File: src/rtl/fifo_ram_reader.sv
// fifo_ram_reader: streams words out of a FIFO RAM through a 3-entry buffer, tolerating 1- or 2-cycle RAM latency.
// Define FIFO_RDR_ECC_FLAG_EN to carry R_DB_DETECT alongside each word and expose it as DERR.
module fifo_ram_reader #(
  parameter int WIDTH   = 32,
  parameter int AWIDTH  = 7,
  parameter int LATENCY = 2
) (
  input  logic              CLOCK,
  input  logic              RESET,
  input  logic [AWIDTH:0]   WR_PTR,
  input  logic              FLUSH,
  output logic              R_EN,
  output logic [AWIDTH-1:0] R_ADDR,
  input  logic [WIDTH-1:0]  R_DATA,
  input  logic              R_DB_DETECT,
  output logic [AWIDTH:0]   RD_PTR,
  output logic              EMPTY,
  output logic [WIDTH-1:0]  DOUT,
  output logic              DVALID,
  input  logic              DREADY
`ifdef FIFO_RDR_ECC_FLAG_EN
  ,
  output logic              DERR
`endif
);
`ifdef FIFO_RDR_ECC_FLAG_EN
  localparam int BW = WIDTH + 1;
`else
  localparam int BW = WIDTH;
`endif
  logic [AWIDTH:0]  rd_ptr_q, rd_ptr_d;
  logic [1:0]       cnt_q, cnt_d;
  logic [LATENCY-1:0] vld_q, vld_d;
  logic [BW-1:0]    buf_q [3];
  logic [BW-1:0]    buf_d [3];
  logic [BW-1:0]    entry;
  logic [1:0]       inflight, tail;
  logic             pop, ret, cap;
`ifdef FIFO_RDR_ECC_FLAG_EN
  assign entry = {R_DB_DETECT, R_DATA};
  assign DERR  = buf_q[0][WIDTH];
`else
  logic unused_db;
  assign entry     = R_DATA;
  assign unused_db = R_DB_DETECT;
`endif
  assign RD_PTR = rd_ptr_q;
  assign R_ADDR = rd_ptr_q[AWIDTH-1:0];
  assign DVALID = cnt_q != 2'd0;
  assign DOUT   = buf_q[0][WIDTH-1:0];
  always_comb begin
    inflight = 2'd0;
    for (int i = 0; i < LATENCY; i++) inflight = inflight + {1'b0, vld_q[i]};
    pop      = DVALID & DREADY;
    ret      = vld_q[LATENCY-1];
    cap      = ret & ~FLUSH;
    EMPTY    = rd_ptr_q == WR_PTR;
    // Reserve buffer space for every read still travelling through the RAM pipeline
    R_EN     = ~RESET & ~EMPTY & ~FLUSH &
               (({1'b0, cnt_q} + {1'b0, inflight} - {2'b00, pop}) < 3'd3);
    rd_ptr_d = FLUSH ? WR_PTR : rd_ptr_q + {{AWIDTH{1'b0}}, R_EN};
    vld_d    = FLUSH ? '0 : (vld_q << 1) | LATENCY'(R_EN);
    tail     = cnt_q - {1'b0, pop};
    cnt_d    = FLUSH ? 2'd0 : tail + {1'b0, cap};
    for (int i = 0; i < 3; i++)
      buf_d[i] = (cap && tail == 2'(i)) ? entry :
                 pop ? buf_q[(i == 2) ? 2 : i + 1] : buf_q[i];
  end
  always_ff @(posedge CLOCK or posedge RESET) begin
    if (RESET) begin
      rd_ptr_q <= '0;
      cnt_q    <= 2'd0;
      vld_q    <= '0;
      for (int i = 0; i < 3; i++) buf_q[i] <= '0;
    end else begin
      rd_ptr_q <= rd_ptr_d;
      cnt_q    <= cnt_d;
      vld_q    <= vld_d;
      for (int i = 0; i < 3; i++) buf_q[i] <= buf_d[i];
    end
  end
  assert property (@(posedge CLOCK) disable iff (RESET) !(cap && tail == 2'd3));
endmodule

File: config.mk
export PLATFORM = sky130hd
export DESIGN_NAME = fifo_ram_reader
export DESIGN_NICKNAME = d
export VERILOG_FILES = /design/src/rtl/fifo_ram_reader.sv
export SDC_FILE = /design/constraint.sdc
export NUM_CORES = 1
export LEC_CHECK = 0
export CAP_MARGIN = 10
export CORE_MARGIN = 2
export CORE_UTILIZATION = 45
export DETAILED_ROUTE_END_ITERATION = 10
export GPL_TIMING_DRIVEN = 0
export HOLD_SLACK_MARGIN = 0.02
export PLACE_DENSITY = 0.84
export SLEW_MARGIN = 30
export SYNTH_ARGS = -nofsm -noshare
export SYNTH_HDL_FRONTEND = slang
export SYNTH_SLANG_ARGS = --single-unit
File: constraint.sdc
create_clock -name CLOCK -period 4.2 [get_ports CLOCK]
set_clock_uncertainty 0.1 [all_clocks]
set_input_delay 0.84 -clock CLOCK [delete_from_list [all_inputs] [get_ports CLOCK]]
set_output_delay 0.84 -clock CLOCK [all_outputs]
set_load 0.05 [all_outputs]
After elaboration in Yosys (flattened, before gate mapping)
Cells that the tools add are included.
{ "op_classes": {"n_lt_le_gt_ge": 1, "add_sub_neg": 6, "n_mux": 7, "n_reduce_logical": 7, "n_bitwise": 9, "n_eq_ne": 3} }
{ "ops": {"columns": ["op", "count"], "rows": [
  ["2-to-1 mux 32 bit", 4],
  ["adder 8 x 1 -> 8 bit", 1],
  ["equality test 8 bit", 1],
  ["2-to-1 mux 8 bit", 1],
  ["nonzero test 2 bit", 3],
  ["AND 1 bit", 5],
  ["2-to-1 mux 2 bit", 2],
  ["adder 2 x 2 -> 3 bit", 1],
  ["logical AND 1 bit", 3],
  ["< comparator 3 x 2 -> 1 bit, second input constant", 1],
  ["inverter 1 bit", 3],
  ["subtractor 3 x 1 -> 3 bit", 1],
  ["adder 1 x 1 -> 2 bit", 1],
  ["adder 2 x 1 -> 2 bit", 1],
  ["equality test 2 x 1 -> 1 bit, second input constant", 1],
  ["equality test 2 bit, second input constant", 1],
  ["zero test 2 bit", 1],
  ["bitwise OR 2 x 1 -> 2 bit", 1],
  ["subtractor 2 x 1 -> 2 bit", 1]
]} }
{ "word_totals": {"wordCells": 39, "reg_bits": 108, "output_inout_bits": 50} }

Longest topological paths before layout
Gate-level depths: netlist of the first run.
{ "depth": {"word_depth": 7, "depth_mapped": 16, "ltp_nobuf": 14} }

Worst setup path before layout of the first run
OpenSTA, ideal clock, no wires.
{ "synth_timing": {"kind": "input to register", "startpoint": "input port DREADY", "endpoint": "register rd_ptr_q[4], in the netlist RD_PTR[4]", "setup_slack_ns": -0.353, "t_arrival_ns": 4.370, "path_stages": 15, "path_cell_list": "o21ai_0 buf_2 buf_2 inv_1 ha_1 fa_1 inv_1 fa_1 a2111oi_0 o21a_1 ha_1 ha_1 nand3_1 xor2_1 o21ai_0"} }
{ "synth_between": {"elab_chain_len": 6} }
{ "synth_lines": {"columns": ["item", "line", "source"], "rows": [
  ["from (decl)", "20", "input logic DREADY"],
  ["AND 1 bit", "54", "pop = DVALID & DREADY;"],
  ["subtractor 3 x 1 -> 3 bit", "60", "(({1'b0, cnt_q} + {1'b0, inflight} - {2'b00, pop}) < 3'd3);"],
  ["< comparator 3 x 2 -> 1 bit", "60", null],
  ["AND 1 bit", "59", "R_EN = ~RESET & ~EMPTY & ~FLUSH &"],
  ["named net R_EN", "12", "output logic R_EN,"],
  ["adder 8 x 1 -> 8 bit", "61", "rd_ptr_d = FLUSH ? WR_PTR : rd_ptr_q + {{AWIDTH{1'b0}}, R_EN};"],
  ["2-to-1 mux 8 bit", "61", null],
  ["named net rd_ptr_d[4]", "31", "logic [AWIDTH:0] rd_ptr_q, rd_ptr_d;"],
  ["to (signal assigned)", "76", "rd_ptr_q <= rd_ptr_d;"],
  ["to (decl)", "31", null]
]} }
The timed path passes the listed nets, and every way through them passes these cells.
A chain may end at the register's enable or synchronous reset.

Worst setup path in the final report of the first run
{ "layout_timing": {"startpoint": "input port DREADY", "endpoint": "output port R_EN"} }
{ "layout_between": {"elab_chain_len": 4} }
{ "layout_lines": {"columns": ["item", "line"], "rows": [
  ["AND 1 bit", "54"],
  ["subtractor 3 x 1 -> 3 bit", "60"],
  ["< comparator 3 x 2 -> 1 bit", "60"],
  ["AND 1 bit", "59"],
  ["to (decl)", "12"]
]} }
Every way passes these cells.

==> out/qor.txt, run 1 <==
die width -> 115.2 µm
final antenna diode count -> 0
sequential element share of the synthesized area -> 48.55%
drt pass-1 iters -> 4
Core ar. -> 12,060 µm²
RSZ-0062 raised after global routing -> no
Mapped Area -> 5567 µm²
Synth top area share -> 48.55%
commonest non-fill, non-tap cell in the layout -> mux2_2
Least-Margin Pin Slew -> 0.7056 ns
# setup viols final -> 0
final wirelength -> 10.78 mm
Syn Nets -> 456
top_reg_cell synth -> dfrtp_1
CTS HTree Levels -> 3
Initial Util -> 46.15%
hpwl dp -> 7.378 mm
clk slew on worst S/H paths -> 0.07 ns
Setup CP Type -> input port to primary output
io pins -> 95
initial antenna violation count -> 0
Via Count -> 3,366
top post-synthesis cells by area -> dfrtp_1, mux2_2, mux2_4, buf_4, xnor2_1
Syn Area/Cell -> 13.78 µm²
Synth area leader -> dfrtp_1
GRT Overall Usage -> 17.20%
WHS Path Cells -> 1
VDD IR-drop max -> 385.3 µV
Post-CTS Hold Buffers -> 0
RR Startpoint -> cnt_q[1]
Crit Path Max Fanout -> 2
GPL Wtd Cong -> 0.7444
Hold/Removal Path Class -> flip-flop to flip-flop
WL per Instance -> 15.79 µm
maxcap violations -> 0
fin. max-slew vios -> 0
GRT met1 Usage -> 22.91%
end of the worst register-to-register path -> RD_PTR[6]
internal reg-to-reg setup slack -> 0.55 ns
number of synthesized flops with an enable pin -> 0
clock tree from TritonCTS -> yes
crit end category -> primary output
final worst setup slack -> 0.09375 ns
async set-or-reset flop fraction in the synthesized netlist -> 100.0%
most frequent cells in the layout -> mux2_2, dfrtp_1, clkdlybuf4s50_1, buf_4, mux2_4
critical path required time -> 3.26 ns
final worst path period share -> 97.77%
Ys Warns -> 0
Max Root-Sink Buffers -> 2
area grow syn2layout -> 27.53%
final global-route overflow total -> 0
fraction of layout cells with a size suffix above 1 -> 47.38%
Leakage -> 3.412 nW
met3 Track Usage GR -> 5.166%
Skew-Pair Late Insertion Delay -> 0.35 ns
Tmin final -> 4.106 ns
Post-layout nets -> 562
worst r2r path cells -> 14
hold_sp -> buf_q[23]
Via density -> 4.928
clock sink count -> 108
IO buf count -> 93
crit path DAT -> 3.17 ns
Core Util, Final -> 58.86%
Hold Path End -> buf_q[23]
DRC Markers -> 0
first-pass GRT wire length -> 17.67 mm
die area -> 13,280 µm²
GR Layer Usage met2 -> 28.08%
Startpoint Class -> input port
outcome -> completed
largest net degree at the start of global routing -> 56
vias in the first global route -> 3,494
count of final hold-check violations -> 0
Rel. slew slack -> 52.96%
clock root buffer -> clkbuf_16
fmax -> 243.5 MHz
Setup Slack @ Placement -> -1.254 ns
synthesized instance count -> 404
DRT iter0 DRCs -> 72
FP Rows -> 40
post-route setup TNS -> 0 ns
Die Y -> 115.2 µm
Yosys reg bits -> 108
Critical Path Start -> DREADY
global route hottest layer -> met2
Distinct cells, synth -> 28
DRT antenna net count -> 0
CTS Buf Count -> 9
pwr dens -> 663.4 nW/µm²
-- repair_timing --
item	in CTS	in global routing
pin swaps	2	2
gates resized for setup	15	0
setup buffers	1	1
setup endpoints to repair	7	1
-- critical path, cell delays in order --
cell,delay (ns)
dlygate4sd2_1,0.25
o21ai_2,0.07
buf_6,0.12
inv_2,0.05
ha_4,0.21
fa_1,0.38
inv_1,0.09
fa_1,0.45
a2111oi_4,0.33
o21a_2,0.22
buf_8,0.15
-- Yosys cell counts, drive strengths merged, types with 3 or more instances --
library cell,count
mux2,162
dfrtp,108
buf,55
inv,11
xnor2,11
nand2,8
o21ai,7
nand3,6
clkbuf,5
ha,5
nor2b,5
nand4,3
nor2,3
or4,3
xor2,3
-- stage by stage --
| step | instances | hold WS (ns) | area (µm²) | total power, W |
|---|---|---|---|---|
| final | 683 | 0.3986 | 7099 | 0.004710 |
| after global placement | 665 | 0.3643 | 6723 | 0.003762 |
| after detailed placement | 666 | 0.3843 | 6755 | 0.003853 |
| after global routing | 683 | 0.4239 | 7099 | 0.004979 |
| after CTS | 682 | 0.4004 | 7092 | 0.004760 |
| after floorplan | 404 | 0.3541 | 5582 | 0.003285 |
-- area by class of cell --
class                   instances  area (µm²)
clock buffers                   9       225.2
fillers                      1009        4962
clock inverters                 7       75.07
plain buffers                  59       430.4
repair buffers                 96       977.2
well taps                     168       210.2
multi-input cells             225        2432
flip-flops and latches        108        2703
inverters                      11       46.29
-- cells by family (layout without fill, tap and decap cells) --
kind of cell	count (synthesis)	in the layout	share of synthesized area [%]
flops	108	108	48.55
xor+xnor	14	14	2.203
mux	162	162	34.79
compound gates	11	11	1.214
buf+inv	71	182	8.451
fa+ha+maj	7	7	1.843
simple gates	31	31	2.945
-- layer usage --
layer	vias to the layer above	wire (µm)
met3	5	529
met2	72	5268
met5	-	0
met4	0	87
met1	1700	4898
li1	1589	-
-- registers in the layout, summed over array words and instances, names as in the netlist --
signal / flops
vld_q: 2
RD_PTR: 8
DOUT: 32
cnt_q: 2
buf_q: 64
-- worst max-delay path by stage --
stage / end / depth (start not counted)
after detailed placement: R_EN / 12
after global routing: R_EN / 11
after CTS: R_EN / 11
after global placement: R_EN / 12
after floorplan: RD_PTR[4] / 15
final: R_EN / 11
-- power breakdown --
group | switching, W | total, W | leakage, nW | internal, W
sequential | 0.000187 | 0.00158 | 1.43 | 0.00139
combinational | 0.00109 | 0.00228 | 1.85 | 0.00119
clock | 0.000386 | 0.000851 | 0.138 | 0.000466
total | 0.00166 | 0.00471 | 3.41 | 0.00305
No activity file was read; power rests on OpenSTA's default activity.
==> inputs of run 2 (changes only) <==
- PLACE_DENSITY: 0.84 -> 0.82
- clock period: 4.2 -> 4.5 ns (I/O delays scaled with it)
==> run 2 against run 1 <==
Against the previous run: first-iteration DRC count rose by 31%; clock power down 12%; final cell count grew 2.9%; register-to-register slack better by 0.03 ns; setup slack better by 0.024 ns; power fell by 5.5%; critical path depth up 1; sequential cell count unchanged; largest power group unchanged.
==> out/qor.txt, run 2 (synthesis gave the netlist of run 1 again) <==
fill cell count -> 970 (-3.9%)
outcome -> completed
Core Util, Final -> 60.13% (+1.3 points)
io pins -> 95 (unchanged)
vias in the first global route -> 3,675 (+5.2%)
crit path DAT -> 3.38 ns (+0.21 ns)
final global-route overflow total -> 0 (unchanged)
Setup CP Type -> input port to primary output
Post-layout nets -> 584 (+3.9%)
# setup viols final -> 0 (unchanged)
area of placed instances -> 6741 µm² (-0.20%)
Rel. slew slack -> 64.56% (+12 points)
GRT Overall Usage -> 17.48% (+0.29 points)
FP Rows -> 40 (unchanged)
largest net degree at the start of global routing -> 72 (+29%)
GPL Wtd Cong -> 0.7057 (-5.2%)
clock tree from TritonCTS -> yes
Via density -> 4.913 (-0.30%)
final worst path period share -> 97.39%
drt pass-1 iters -> 4 (unchanged)
fmax -> 228.2 MHz
Tmin final -> 4.383 ns
hpwl dp -> 7.372 mm (about the same)
post-route setup TNS -> 0 ns (unchanged)
clock sink count -> 108 (unchanged)
Die Y -> 115.2 µm (unchanged)
maxcap violations -> 0 (unchanged)
number of flip-flops under the largest register name -> 64 (unchanged)
RSZ-0062 raised after global routing -> no
Core ar. -> 12,060 µm² (unchanged)
count of final hold-check violations -> 0 (unchanged)
Biggest register -> buf_q
final wirelength -> 11.07 mm (+2.7%)
fraction of layout cells with a size suffix above 1 -> 49.35% (+2.0 points)
Skew-Pair Late Insertion Delay -> 0.33 ns (-0.02 ns)
Initial Util -> 46.15% (unchanged)
DRC Markers -> 0 (unchanged)
DRT iter0 DRCs -> 94 (+31%)
fin. max-slew vios -> 0 (unchanged)
clock root buffer -> clkbuf_16
commonest non-fill, non-tap cell in the layout -> mux2_2
clk slew on worst S/H paths -> 0.07 ns (about the same)
DRT antenna net count -> 0 (unchanged)
critical path required time -> 3.50 ns (+0.24 ns)
CTS HTree Levels -> 3 (unchanged)
Startpoint Class -> input port
Least-Margin Pin Slew -> 0.5316 ns (-0.1740 ns)
Crit Path Max Fanout -> 2 (unchanged)
area grow syn2layout -> 30.30%
Via Count -> 3,454 (+2.6%)
initial antenna violation count -> 0 (unchanged)
first-pass GRT wire length -> 18.15 mm (+2.7%)
die area -> 13,280 µm² (unchanged)
Leakage -> 3.506 nW (+2.8%)
pwr dens -> 613.7 nW/µm² (-7.5%)
cell area after layout -> 7253 µm² (+2.2%)
WL per Instance -> 15.75 µm (-0.26%)
Max Root-Sink Buffers -> 2 (unchanged)
crit end category -> primary output
IO buf count -> 93 (unchanged)
most frequent cells in the layout -> mux2_2, dfrtp_1, clkdlybuf4s50_1, buf_4, mux2_4
die width -> 115.2 µm (unchanged)
VDD IR-drop max -> 417.5 µV (+8.4%)
CTS Buf Count -> 9 (unchanged)
final antenna diode count -> 0 (unchanged)
Hold/Removal Path Class -> flip-flop to flip-flop
Tot Pwr -> 0.004451 W (-5.5%)
## run 2: final timing paths
kind,from,end,slack [ns],depth (start not counted)
setup / recovery,DREADY,R_EN,0.12,12
min in group asynchronous,RESET,RD_PTR[1],0.97,2
hold reg to reg,buf_q[23],buf_q[23],0.38,1
max in group asynchronous,RESET,buf_q[56],2.67,3
setup reg to reg,cnt_q[1],DOUT[16],0.58,24
hold / removal,buf_q[23],buf_q[23],0.38,1
## run 2: final cells by class
class / count / area, µm² / share of cell area (%)
tap: 168 / 210.2 / 2.898
inverter: 11 / 48.80 / 0.6728
multi-input combinational: 225 / 2429 / 33.48
clock inverter: 1 / 7.507 / 0.1035
timing repair buffer: 118 / 1142 / 15.75
sequential: 108 / 2703 / 37.26
buffer: 59 / 442.9 / 6.107
clock buffer: 13 / 270.3 / 3.726
## run 2: power by group
part / internal, W / switching [W]
clock network: 0.000415 / 0.000331
logic: 0.00119 / 0.00105
registers: 0.00130 / 0.000172
total: 0.00290 / 0.00155
## run 2: worst max-delay path, stage by stage
cell	delay, ns
dlygate4sd2_1	0.24
o21ai_1	0.12
buf_4	0.18
buf_12	0.10
inv_4	0.03
ha_4	0.21
fa_2	0.35
inv_2	0.07
fa_1	0.45
a2111oi_4	0.35
o21a_2	0.23
buf_8	0.15
## run 2: routing by layer
metal  wire length [µm]  track usage, %
met1               4694           21.52
met2               5762           30.86
met3                449           3.901
met4                163           5.060
met5                  0               0
## run 2: per-stage QoR
step	hold slack, ns	instances	worst slack [ns]
floorplan	0.3541	404	0.03751
global placement	0.3628	665	-1.465
detailed placement	0.3720	666	-1.537
CTS	0.3873	702	0.1029
global route	0.4081	703	0.003034
finish	0.3815	703	0.1175
## run 2: repair_timing
| action | CTS | global route |
|---|---|---|
| hold buffers | 0 | 0 |
| pin swaps | 3 | 1 |
| cloned | 0 | 0 |
| gates resized for setup | 23 | 0 |
| setup buffers | 23 | 1 |
| setup endpoints to repair | 9 | 1 |
==> inputs of run 3 (changes only) <==
- GPL_ROUTABILITY_DRIVEN: unset -> 0
==> results of run 3 <==
The final DEF is identical to that of run 2; final timing and power are the same.
